`config.mk`:
```
export PLATFORM = sky130hd
export DESIGN_NAME = drink_reminder
export DESIGN_NICKNAME = d
export VERILOG_FILES = /design/src/rtl/drink_reminder.sv
export SDC_FILE = /design/constraint.sdc
export NUM_CORES = 1
export LEC_CHECK = 0
export ABC_CLOCK_PERIOD_IN_PS = 7600
export CAP_MARGIN = 20
export CORE_AREA = 5 5 84 86
export CTS_BUF_LIST = sky130_fd_sc_hd__clkbuf_16
export DETAILED_ROUTE_END_ITERATION = 8
export DIE_AREA = 0 0 89 91
export GPL_ROUTABILITY_DRIVEN = 1
export PLACE_DENSITY = 0.8
export SYNTH_ARGS = -nofsm -noshare
export SYNTH_HDL_FRONTEND = slang
export SYNTH_SLANG_ARGS = --single-unit
```
`constraint.sdc`:
```
create_clock -name clk -period 7.6 [get_ports clk]
set_input_delay 1.52 -clock clk [delete_from_list [all_inputs] [get_ports clk]]
set_output_delay 1.52 -clock clk [all_outputs]
set_load 0.005 [all_outputs]
```
`src/rtl/drink_reminder.sv`:
```
// Drink reminder: follows the debounced bottle level, counts drinks, flags an
// empty bottle and raises a pulsing reminder after a programmable idle interval.
module drink_reminder #(
    parameter int unsigned TICK_DIV    = 50_000_000,
    parameter int unsigned REMIND_SECS = 1800,
    parameter int unsigned DRINK_STEP  = 1,
    parameter int unsigned EMPTY_LEVEL = 1
) (
    input  logic       clk,
    input  logic       reset,
    input  logic [3:0] water_level,
    input  logic       ack,
    output logic       remind,
    output logic       buzzer,
    output logic       refill,
    output logic [7:0] drink_count
);

    localparam int PRE_W = $clog2(TICK_DIV);
    localparam logic [PRE_W-1:0] PRE_MAX   = PRE_W'(TICK_DIV - 1);
    localparam logic [15:0]      SECS_LAST = 16'(REMIND_SECS - 1);
    // Thresholds widened to 5 bits so out-of-range parameters saturate instead of wrapping.
    localparam logic [4:0]       STEP_LVL  = (DRINK_STEP  > 16) ? 5'd16 : 5'(DRINK_STEP);
    localparam logic [4:0]       EMPTY_LVL = (EMPTY_LEVEL > 16) ? 5'd16 : 5'(EMPTY_LEVEL);

    typedef enum logic [1:0] {
        S_IDLE,
        S_COUNTING,
        S_REMINDING,
        S_REFILL
    } state_t;

    state_t           r_state;
    logic [PRE_W-1:0] r_pre;
    logic [15:0]      r_secs;
    logic [3:0]       r_ref;
    logic [7:0]       r_count;
    logic             r_remind;
    logic             r_buzzer;
    logic             r_refill;

    state_t           w_state_nxt;
    logic [PRE_W-1:0] w_pre_nxt;
    logic [15:0]      w_secs_nxt;
    logic [3:0]       w_ref_nxt;
    logic [3:0]       w_drop;
    logic             w_count_inc;
    logic             w_buzzer_nxt;
    logic             w_tick;
    logic             w_empty;
    logic             w_drink;
    logic             w_rise;

    assign w_tick  = (r_pre == PRE_MAX);
    assign w_empty = ({1'b0, water_level} <= EMPTY_LVL);
    assign w_drop  = r_ref - water_level;
    assign w_drink = (water_level < r_ref) && ({1'b0, w_drop} >= STEP_LVL);
    assign w_rise  = (water_level > r_ref);

    always_comb begin
        // NOTE: every signal written here gets a default first, so no path can infer a latch.
        w_state_nxt  = r_state;
        w_pre_nxt    = w_tick ? '0 : r_pre + 1'b1;
        w_secs_nxt   = r_secs;
        w_ref_nxt    = r_ref;
        w_count_inc  = 1'b0;
        w_buzzer_nxt = r_buzzer;

        unique case (r_state)
            S_IDLE: begin
                if (w_tick) begin
                    w_ref_nxt   = water_level;
                    w_secs_nxt  = '0;
                    w_state_nxt = w_empty ? S_REFILL : S_COUNTING;
                end
            end

            S_COUNTING: begin
                if (w_empty) begin
                    w_state_nxt = S_REFILL;
                    w_ref_nxt   = water_level;
                    w_pre_nxt   = '0;
                    w_secs_nxt  = '0;
                    w_count_inc = w_drink;
                end else if (w_drink || ack || w_rise) begin
                    w_ref_nxt   = water_level;
                    w_pre_nxt   = '0;
                    w_secs_nxt  = '0;
                    w_count_inc = w_drink;
                end else if (w_tick) begin
                    if (r_secs == SECS_LAST) begin
                        w_state_nxt  = S_REMINDING;
                        w_buzzer_nxt = 1'b1;
                    end else begin
                        w_secs_nxt = r_secs + 16'd1;
                    end
                end
            end

            S_REMINDING: begin
                if (w_tick) begin
                    w_buzzer_nxt = ~r_buzzer;
                end
                if (w_empty) begin
                    w_state_nxt = S_REFILL;
                    w_ref_nxt   = water_level;
                    w_pre_nxt   = '0;
                    w_secs_nxt  = '0;
                    w_count_inc = w_drink;
                end else if (w_drink || ack) begin
                    w_state_nxt = S_COUNTING;
                    w_ref_nxt   = water_level;
                    w_pre_nxt   = '0;
                    w_secs_nxt  = '0;
                    w_count_inc = w_drink;
                end else if (w_rise) begin
                    w_ref_nxt = water_level;
                end
            end

            S_REFILL: begin
                w_pre_nxt  = '0;
                w_secs_nxt = '0;
                if (!w_empty) begin
                    w_state_nxt = S_COUNTING;
                    w_ref_nxt   = water_level;
                end
            end

            default: w_state_nxt = S_IDLE;
        endcase
    end

    always_ff @(posedge clk or negedge reset) begin
        if (!reset) begin
            r_state  <= S_IDLE;
            r_pre    <= '0;
            r_secs   <= '0;
            r_ref    <= '0;
            r_count  <= '0;
            r_remind <= 1'b0;
            r_buzzer <= 1'b0;
            r_refill <= 1'b0;
        end else begin
            // NOTE: non-blocking assignments so every flop samples pre-edge values of the others.
            r_state  <= w_state_nxt;
            r_pre    <= w_pre_nxt;
            r_secs   <= w_secs_nxt;
            r_ref    <= w_ref_nxt;
            if (w_count_inc && (r_count != 8'hFF)) begin
                r_count <= r_count + 8'd1;
            end
            r_remind <= (w_state_nxt == S_REMINDING);
            r_buzzer <= (w_state_nxt == S_REMINDING) && w_buzzer_nxt;
            r_refill <= (w_state_nxt == S_REFILL);
        end
    end

    assign remind      = r_remind;
    assign buzzer      = r_buzzer;
    assign refill      = r_refill;
    assign drink_count = r_count;

endmodule
```
## After elaboration in Yosys (flattened, before gate mapping)

Cells that the tools add are included.

| word-level totals | value |
|---|---|
| word-level logic and storage cells | 83 |
| output and inout bits | 11 |
| input bits | 7 |
| register bits after elaboration | 59 |

| cells by class | value |
|---|---|
| equality and inequality tests | 15 |
| reduce and logical (&&, ||, !) cells | 8 |
| $add $sub $neg | 4 |
| $lt $le $gt $ge | 4 |
| mux-type cells | 43 |
| bitwise logic cells | 1 |

Operators with widths:

| cell | count |
|---|---|
| $mux W26 | 5 |
| $mux W16 | 7 |
| $pmux W26 S3 | 1 |
| $pmux W16 S4 | 1 |
| $mux W4 | 7 |
| $add A26 B1 Y26 const B | 1 |
| $eq A26 B26 Y1 const B | 1 |
| $mux W2 | 9 |
| $add A16 B1 Y16 const B | 1 |
| $eq A16 B11 Y1 const B | 1 |
| $pmux W4 S4 | 1 |
| $ne A4 B4 Y1 const B | 3 |
| $mux W1 | 9 |
| $add A8 B1 Y8 const B | 1 |
| $eq A2 B2 Y1 const B | 4 |
| $ne A8 B8 Y1 const B | 1 |
| $pmux W2 S4 | 1 |
| $reduce_and A4 Y1 | 2 |
| $ne A3 B3 Y1 const B | 2 |
| $ge A4 B1 Y1 const B | 1 |
| $gt A4 B4 Y1 | 1 |
| $le A4 B1 Y1 const B | 1 |
| $lt A4 B4 Y1 | 1 |
| $ne A2 B2 Y1 const B | 2 |
| 7 further kinds | 11 |

## Logic depth before layout (Yosys ltp)

Gate-level depths: netlist of run 1.

| depth | value |
|---|---|
| depth after elaboration | 10 |
| depth in mapped cells | 12 |
| mapped depth without buffers | 11 |

## Worst setup path after synthesis of run 1

Ideal clock, no wire load.

| timing | value |
|---|---|
| path type | input to register |
| start point | in water_level[0] |
| end point | reg r_secs[4] |
| buffers on the path | 0 |
| setup time | 0.083 ns |
| arrival | 3.700 ns |
| path slack | 3.818 ns |
| data required time | 7.517 ns |
| stages | 9 |
| cell sequence | ha_1 inv_1 fa_1 nand2b_1 o21ai_0 nand4_1 or2_2 or4b_2 o21ai_0 |

| between the ends | value |
|---|---|
| word-level cells in the longest chain between the ends | 8 |

RTL lines:

| element | RTL line | text |
|---|---|---|
| start: declaration | 11 | `input logic [3:0] water_level,` |
| $sub A4 B4 Y4 | 56 | `assign w_drop = r_ref - water_level;` |
| $ge A4 B1 Y1 | 57 | `assign w_drink = (water_level < r_ref) && ({1'b0, w_drop} >= STEP_LVL);` |
| $logic_and A1 B1 Y1 | 57 |  |
| $logic_or A1 B1 Y1 | 85, 110 |  |
| $logic_or A1 B1 Y1 | 85 | `end else if (w_drink \|\| ack \|\| w_rise) begin` |
| $mux W16 | 85 |  |
| $mux W16 | 79 | `if (w_empty) begin` |
| $pmux W16 S4 | 69 | `unique case (r_state)` |
| end signal: assignment | 148 | `r_secs <= w_secs_nxt;` |
| end: declaration | 35 | `logic [15:0] r_secs;` |

Parallel ways exist; a longest one is shown, timed or not.
A chain may end at the register's enable or synchronous reset.

## Final worst setup path of run 1

| timing | value |
|---|---|
| start point | in water_level[0] |
| end point | reg r_secs[0] |

The elaborated chain is that of the path after synthesis.

==> results of run 1 <==
-- worst register-to-register path: cells and delay by family (launching register included) --
family / cells / cell delay, ns
simple gates: 2 / 0.40
compound gates: 3 / 1.18
flops: 1 / 0.36
buf+inv: 2 / 0.13
mux: 1 / 0.12
fa+ha+maj: 2 / 0.56
xor+xnor: 1 / 0.20
-- path summary, 6_finish.rpt --
check	to	startpoint	cells after the start	slack, ns
max	r_secs[0]	water_level[0]	11	3.27
min	drink_count[5]	drink_count[5]	1	0.50
max reg2reg	r_secs[0]	r_ref[0]	11	4.51
min reg2reg	drink_count[5]	drink_count[5]	1	0.50
max in group asynchronous	r_pre[22]	reset	2	5.78
min in group asynchronous	r_ref[1]	reset	2	1.32
-- flip-flops by register name, summed over array words and instances (netlist names) --
signal / count
r_secs: 16
r_state: 2
refill: 1
buzzer: 1
remind: 1
drink_count: 8
r_ref: 4
r_pre: 26
-- logic make-up (layout without fill, tap and decap cells) --
group                    after synthesis  count (layout)  share of synthesized area (%)
AND/OR/NAND/NOR                      158             158                           24.0
flip-flops                            59              59                           44.3
AO/OA/AOI/OAI                         53              53                           11.2
XOR/XNOR                              37              37                           9.73
buffers and inverters                 28              55                           3.34
adder cells (fa/ha/maj)               14              14                           5.48
multiplexers                           6               6                           1.99
-- through the flow --
stage	hold WS, ns	util, %	cells	instance area (um2)	worst slack (ns)
after detailed placement	0.494	57.6	443	3570	2.96
after CTS	0.506	62.3	459	3870	3.30
after global placement	0.480	57.6	443	3570	3.04
after global routing	0.525	62.3	459	3870	2.93
final	0.501	62.3	459	3870	3.27
after floorplan	0.469	-	355	3330	3.82
-- cell usage after synthesis (2+ instances only) --
| cell | instances |
|---|---|
| a211oi_1 | 6 |
| or3_1 | 5 |
| and4_1 | 4 |
| xnor2_1 | 19 |
| nor3_1 | 9 |
| nand2b_1 | 3 |
| or2_2 | 3 |
| nor2_1 | 52 |
| o21a_1 | 3 |
| nand3_1 | 20 |
| mux2_2 | 5 |
| nor2b_1 | 4 |
| ha_1 | 13 |
| clkbuf_1 | 5 |
| inv_1 | 20 |
| a32oi_1 | 2 |
| and3_1 | 7 |
| nor4_1 | 3 |
| o21ai_0 | 11 |
| nand2_1 | 24 |
| and2_1 | 4 |
| buf_2 | 2 |
| a21oi_1 | 9 |
| o31ai_1 | 6 |
| or4_1 | 3 |
| dfrtp_1 | 59 |
| a21o_1 | 3 |
| xor2_1 | 18 |
| nand4_1 | 9 |
-- routing by layer --
layer  up-vias  wire [um]
met5         -          0
met4         0        107
met3        15        243
met2        42       3460
met1      1284       3050
li1       1286          -
-- report_power, final --
part / switching [mW] / internal, mW / total (mW) / leakage, nW
registers: 0.0420 / 0.357 / 0.399 / 0.794
clock network: 0.144 / 0.252 / 0.396 / 0.141
logic: 0.238 / 0.168 / 0.406 / 0.731
-- area by class of cell --
| class | count | area [um2] |
|---|---|---|
| timing repair buffer | 19 | 180 |
| sequential | 59 | 1480 |
| multi-input combinational | 268 | 1740 |
| inverter | 20 | 75.1 |
| clock inverter | 7 | 68.8 |
| clock buffer | 9 | 225 |
| fill | 506 | 2340 |
| tap | 77 | 96.3 |
==> flow_summary.yaml, run 1 <==
synth:
  syn_nets: 376
  avgSynthCellArea_um2: 9.39
  syn_inst: 355
  synth_edf_count: 0
  synth-main-ff-cell: "dfrtp_1"
  yosysTopAreaCellShare_pct: 44.3
  synthesis.area_mm2: 0.00333
  synth_top_cells_by_area: "dfrtp_1 (44%), nor2_1 (5.9%), xnor2_1 (5.0%)"
  yosysSeqAreaShare_pct: 44.3
  yosysUniqueCellTypes: 53
  synth_seq_cells: 59
  synth_area_leader_cell: "dfrtp_1"
  async_flop_share_pct: 100
  yosys_warnings: 0
placed_design:
  dp_hpwl_um: 4740
  gp_congestion: 0.866
  portBuffers: 17
global_routing:
  grt_remaining_overflow: 0
  grt-busiest-layer: "met2"
  grt_pass1_wl_um: 12300
  globalRouteMet2Util_pct: 31.1
  met3_usage_pct: 5.16
  grt_usage_pct: 19.2
  antenna_found_initial: 0
  grt_pass1_vias: 2693
  grtUsageMet1_pct: 23.8
  grt_start_max_net_pins: 60
setup_path:
  path_class: "input pin to flop"
  crit_family: "compound AO/OA/AOI/OAI gates"
  setup.worst_path.start_class: "input pin"
  crit_path_top_delay_cell: "a21oi_1"
  critPathRequiredTime_ns: 7.81
  slowest_delay_ns: 0.71
  crit_arrival_ns: 4.54
  path_buf_inv: 2
  cp-end-kind: "flop"
  worstPathMaxFanout: 15
  worstPathCellList: "clkdlybuf4s50_1, ha_1, inv_1, fa_1, xor2_1, nor3b_1, mux2i_1, a21oi_1, a21o_1, or2_0, o21ai_0"
finish:
  area_delta_synth_final_pct: 16.0
  num-nets-final: 398
  diodes: 0
  drive_gt1_share_pct: 8.38
  layout_commonest_cell: "dfrtp_1"
  layout_common_cells: "dfrtp_1 (59), nor2_1 (52), nand2_1 (24), inv_1 (20), nand3_1 (20)"
timing:
  max_freq_mhz: 231
  finalMaxSlewViolations: 0
  max_slew_margin_pct: 40.1
  period_share_pct: 57.0
  min_period_ns: 4.33
  tns_ns: 0
  hold_viol: 0
  tightest_slew_ns: 0.898
  rsz0062_at_grt: "no"
  finalClockSkew_ns: 0.00616
  final-setup-viol-count: 0
detailed_routing:
  final_antenna_net_count: 0
  drc: 0
  num_vias: 2627
  routed_wl_um: 6870
  via_per_inst: 5.72
  wl_per_cell_um: 15.0
  dr.pass1.iters: 4
  initialDrtViolationCount: 157
floorplan:
  coreArea_mm2: 0.00620
  num_io_pins: 18
  die_w_um: 89
  die-area_mm2: 0.00810
  fp.dieH_um: 91
  rows: 29
  start_util_pct: 53.7
clocking:
  cts_tree: "yes"
  cts_resized: 0
  clk_path_buf_depth: 2
  clock_latency_ns: 0.33
  root_buffer: "clkbuf_16"
  ctsHoldBuffers: 0
  clk_pin_slew_ns: 0.05
  cts_buffers: 9
  clock_sinks: 59
  cts.htree.levels: 3
  post_cts_buffers: 0
power:
  p_total_mw: 1.20
  p_leak_nw: 1.67
  power_density_mw_per_mm2: 311
  ir_worst_vdd_v: 0.000149
outcome:
  outcome: "complete, no violations"
worst_hold_path:
  hp-class: "flop to flop"
flow_run:
  max_cap_viol_count: 0
Note: power is estimated with default switching activity, not from simulation.
==> run 2: changes to the inputs <==
==> config.mk (replaced) <==
export PLATFORM = sky130hd
export DESIGN_NAME = drink_reminder
export DESIGN_NICKNAME = d
export VERILOG_FILES = /design/src/rtl/drink_reminder.sv
export SDC_FILE = /design/constraint.sdc
export NUM_CORES = 1
export LEC_CHECK = 0
export ABC_CLOCK_PERIOD_IN_PS = 3900
export CAP_MARGIN = 20
export CORE_AREA = 5 5 85 87
export CTS_BUF_LIST = sky130_fd_sc_hd__clkbuf_16
export DETAILED_ROUTE_END_ITERATION = 8
export DIE_AREA = 0 0 90 92
export GPL_ROUTABILITY_DRIVEN = 1
export PLACE_DENSITY = 0.81
export SYNTH_ARGS = -nofsm -noshare
export SYNTH_HDL_FRONTEND = slang
export SYNTH_SLANG_ARGS = --single-unit
==> constraint.sdc (replaced) <==
create_clock -name clk -period 3.9 [get_ports clk]
set_input_delay 0.78 -clock clk [delete_from_list [all_inputs] [get_ports clk]]
set_output_delay 0.78 -clock clk [all_outputs]
set_load 0.005 [all_outputs]
==> run 2 against run 1 <==
Effect of this change:
- count of clock-buffer cells in the layout unchanged
- cell count is 0.87% higher
- register-to-register slack got worse by 3.6 ns
- sequential power is 94% higher
- via count shrank 1.6%
- sequential share of layout area shrank 0.44 points
- clock skew up 0.0020 ns
- highest routed layer unchanged
==> flow_summary.yaml, run 2 (synthesis gave the netlist of run 1 again) <==
placed_design:
  post-place-ws_ns: 0.169
  portBuffers: 17
  dp_hpwl_um: 4680
  gp_congestion: 0.868
  dp.cells: 447
timing:
  finalMaxSlewViolations: 0
  rsz0062_at_grt: "no"
  finalClockSkew_ns: 0.00818
  tightest_slew_ns: 0.909
  period_share_pct: 87.6
  tns_ns: 0
  max_freq_mhz: 293
  hold_viol: 0
  max_slew_margin_pct: 39.4
  fin_ws_ns: 0.482
  final-setup-viol-count: 0
  min_period_ns: 3.42
power:
  internal_power_mw: 1.59
  comb_power_share_pct: 33.7
  p_total_mw: 2.39
  seq_power_share_pct: 32.4
  swShare_pct: 33.4
  pwr-share-clk_pct: 33.9
  power_density_mw_per_mm2: 611
  ir_worst_vdd_v: 0.000368
  p_leak_nw: 1.70
  p_switching_uw: 799
global_routing:
  grt_pass1_vias: 2535
  grt_usage_pct: 16.9
  grt_start_max_net_pins: 43
  grt_pass1_wl_um: 11600
  antenna_found_initial: 0
  grt_remaining_overflow: 0
setup_path:
  critPathRequiredTime_ns: 4.14
  cp-end-kind: "flop"
  r2r_start: "r_pre[10]"
  rrSetupSlack_ns: 0.87
  path_class: "input pin to flop"
  r2r-end: "r_secs[12]"
  crit_arrival_ns: 3.66
  worst_path_most_repeated_cell: "xor2_1"
  setup.worst_path.start_class: "input pin"
  worstPathCellList: "clkdlybuf4s50_1, ha_1, inv_1, fa_1, xor2_1, nor3_1, mux2i_1, nand2_1, or3_1, nor4_1, xor2_1"
  rr_worst_depth: 6
  worstPathMaxFanout: 8
  slowest_delay_ns: 0.53
  crit_path_top_delay_cell: "or3_1"
floorplan:
  coreArea_mm2: 0.00628
  start_util_pct: 53.1
  num_io_pins: 18
  die-area_mm2: 0.00828
  rows: 29
  fp.dieH_um: 92
  die_w_um: 90
clocking:
  clock_sinks: 59
  clk_pin_slew_ns: 0.05
  cts.htree.levels: 3
  post_cts_buffers: 0
  cts_resized: 0
  cts_buffers: 9
  ctsHoldBuffers: 0
  cts_tree: "yes"
  clk_path_buf_depth: 2
  clock_latency_ns: 0.33
  root_buffer: "clkbuf_16"
finish:
  drive_gt1_share_pct: 8.55
  instances_no_fill: 463
  area_delta_synth_final_pct: 17.4
  layout_common_cells: "dfrtp_1 (59), nor2_1 (52), nand2_1 (24), inv_1 (21), nand3_1 (20)"
  num-nets-final: 402
  layout_commonest_cell: "dfrtp_1"
  largest_register: "r_pre"
  diodes: 0
  largest_register_ffs: 26
worst_hold_path:
  holdPathEnd: "drink_count[5]"
  hold_start: "drink_count[5]"
  holdPathStages: 1
  hp-class: "flop to flop"
flow_run:
  max_cap_viol_count: 0
detailed_routing:
  dr.pass1.iters: 4
  drc: 0
  final_antenna_net_count: 0
  wl_met3_um: 209
  initialDrtViolationCount: 111
  routed_wl_um: 6540
  wl_per_cell_um: 14.1
  via_per_inst: 5.58
  top_layer_used: "met4"
  wirelength_met1_um: 3040
  num_vias: 2584
  wl_met2_um: 3200
outcome:
  outcome: "complete, no violations"
==> run 2: cell count changes in the layout (fill, tap and decap cells not counted), sizes merged <==
cell and change:
buf +4, bufinv +1, clkinv -1, clkinvlp -1
inv +1
==> run 2: worst max path at each step <==
stage                              start        endpoint  slack, ns
after detailed placement  water_level[0]  drink_count[7]       0.17
after CTS                 water_level[0]  drink_count[7]       0.48
after global placement    water_level[0]  drink_count[7]       0.30
after global routing      water_level[0]  drink_count[7]       0.25
final                     water_level[0]  drink_count[7]       0.48
after floorplan           water_level[0]       r_secs[4]       0.86
==> run 2: worst max-delay path, delay by kind of cell <==
family                   cells  cell delay [ns]
AND/OR/NAND/NOR              4             1.08
adder cells (fa/ha/maj)      2             0.57
buffers and inverters        2             0.53
XOR/XNOR                     2             0.45
multiplexers                 1             0.25
==> run 2: routing by layer <==
| metal | vias up | global-route usage (%) |
|---|---|---|
| li1 | 1292 | - |
| met4 | 0 | 6.70 |
| met2 | 38 | 27.9 |
| met3 | 7 | 5.32 |
| met1 | 1247 | 20.7 |
| met5 | - | 0 |
==> run 2: power groups by stage <==
stage	Combinational [mW]	Sequential [mW]	Clock, mW
after global routing	0.904	0.789	0.858
final	0.807	0.773	0.811
after floorplan	0.566	0.772	0
after CTS	0.810	0.775	0.827
after detailed placement	0.802	0.783	0
after global placement	0.786	0.781	0
==> run 2: final cells by class <==
type	count	area (um2)
clock buffer	9	225
fill	510	2370
tap	77	96.3
timing repair buffer	23	210
sequential	59	1480
multi-input combinational	268	1740
inverter	20	75.1
clock inverter	7	83.8
==> run 2: stage by stage <==
stage	hold WS, ns	utilization [%]	area [um2]
floorplan	0.469	-	3330
global placement	0.486	57.4	3600
detailed placement	0.482	57.4	3600
CTS	0.492	62.3	3910
global route	0.509	62.3	3910
finish	0.486	62.3	3910
==> run 3: changes to the inputs <==
--- a/config.mk
+++ b/config.mk
@@ -13,6 +13,7 @@
 export DIE_AREA = 0 0 90 92
 export GPL_ROUTABILITY_DRIVEN = 1
 export PLACE_DENSITY = 0.81
+export SLEW_MARGIN = 20
 export SYNTH_ARGS = -nofsm -noshare
 export SYNTH_HDL_FRONTEND = slang
 export SYNTH_SLANG_ARGS = --single-unit
==> results of run 3 <==
Final layout, timing and power as in run 2 (identical DEF).
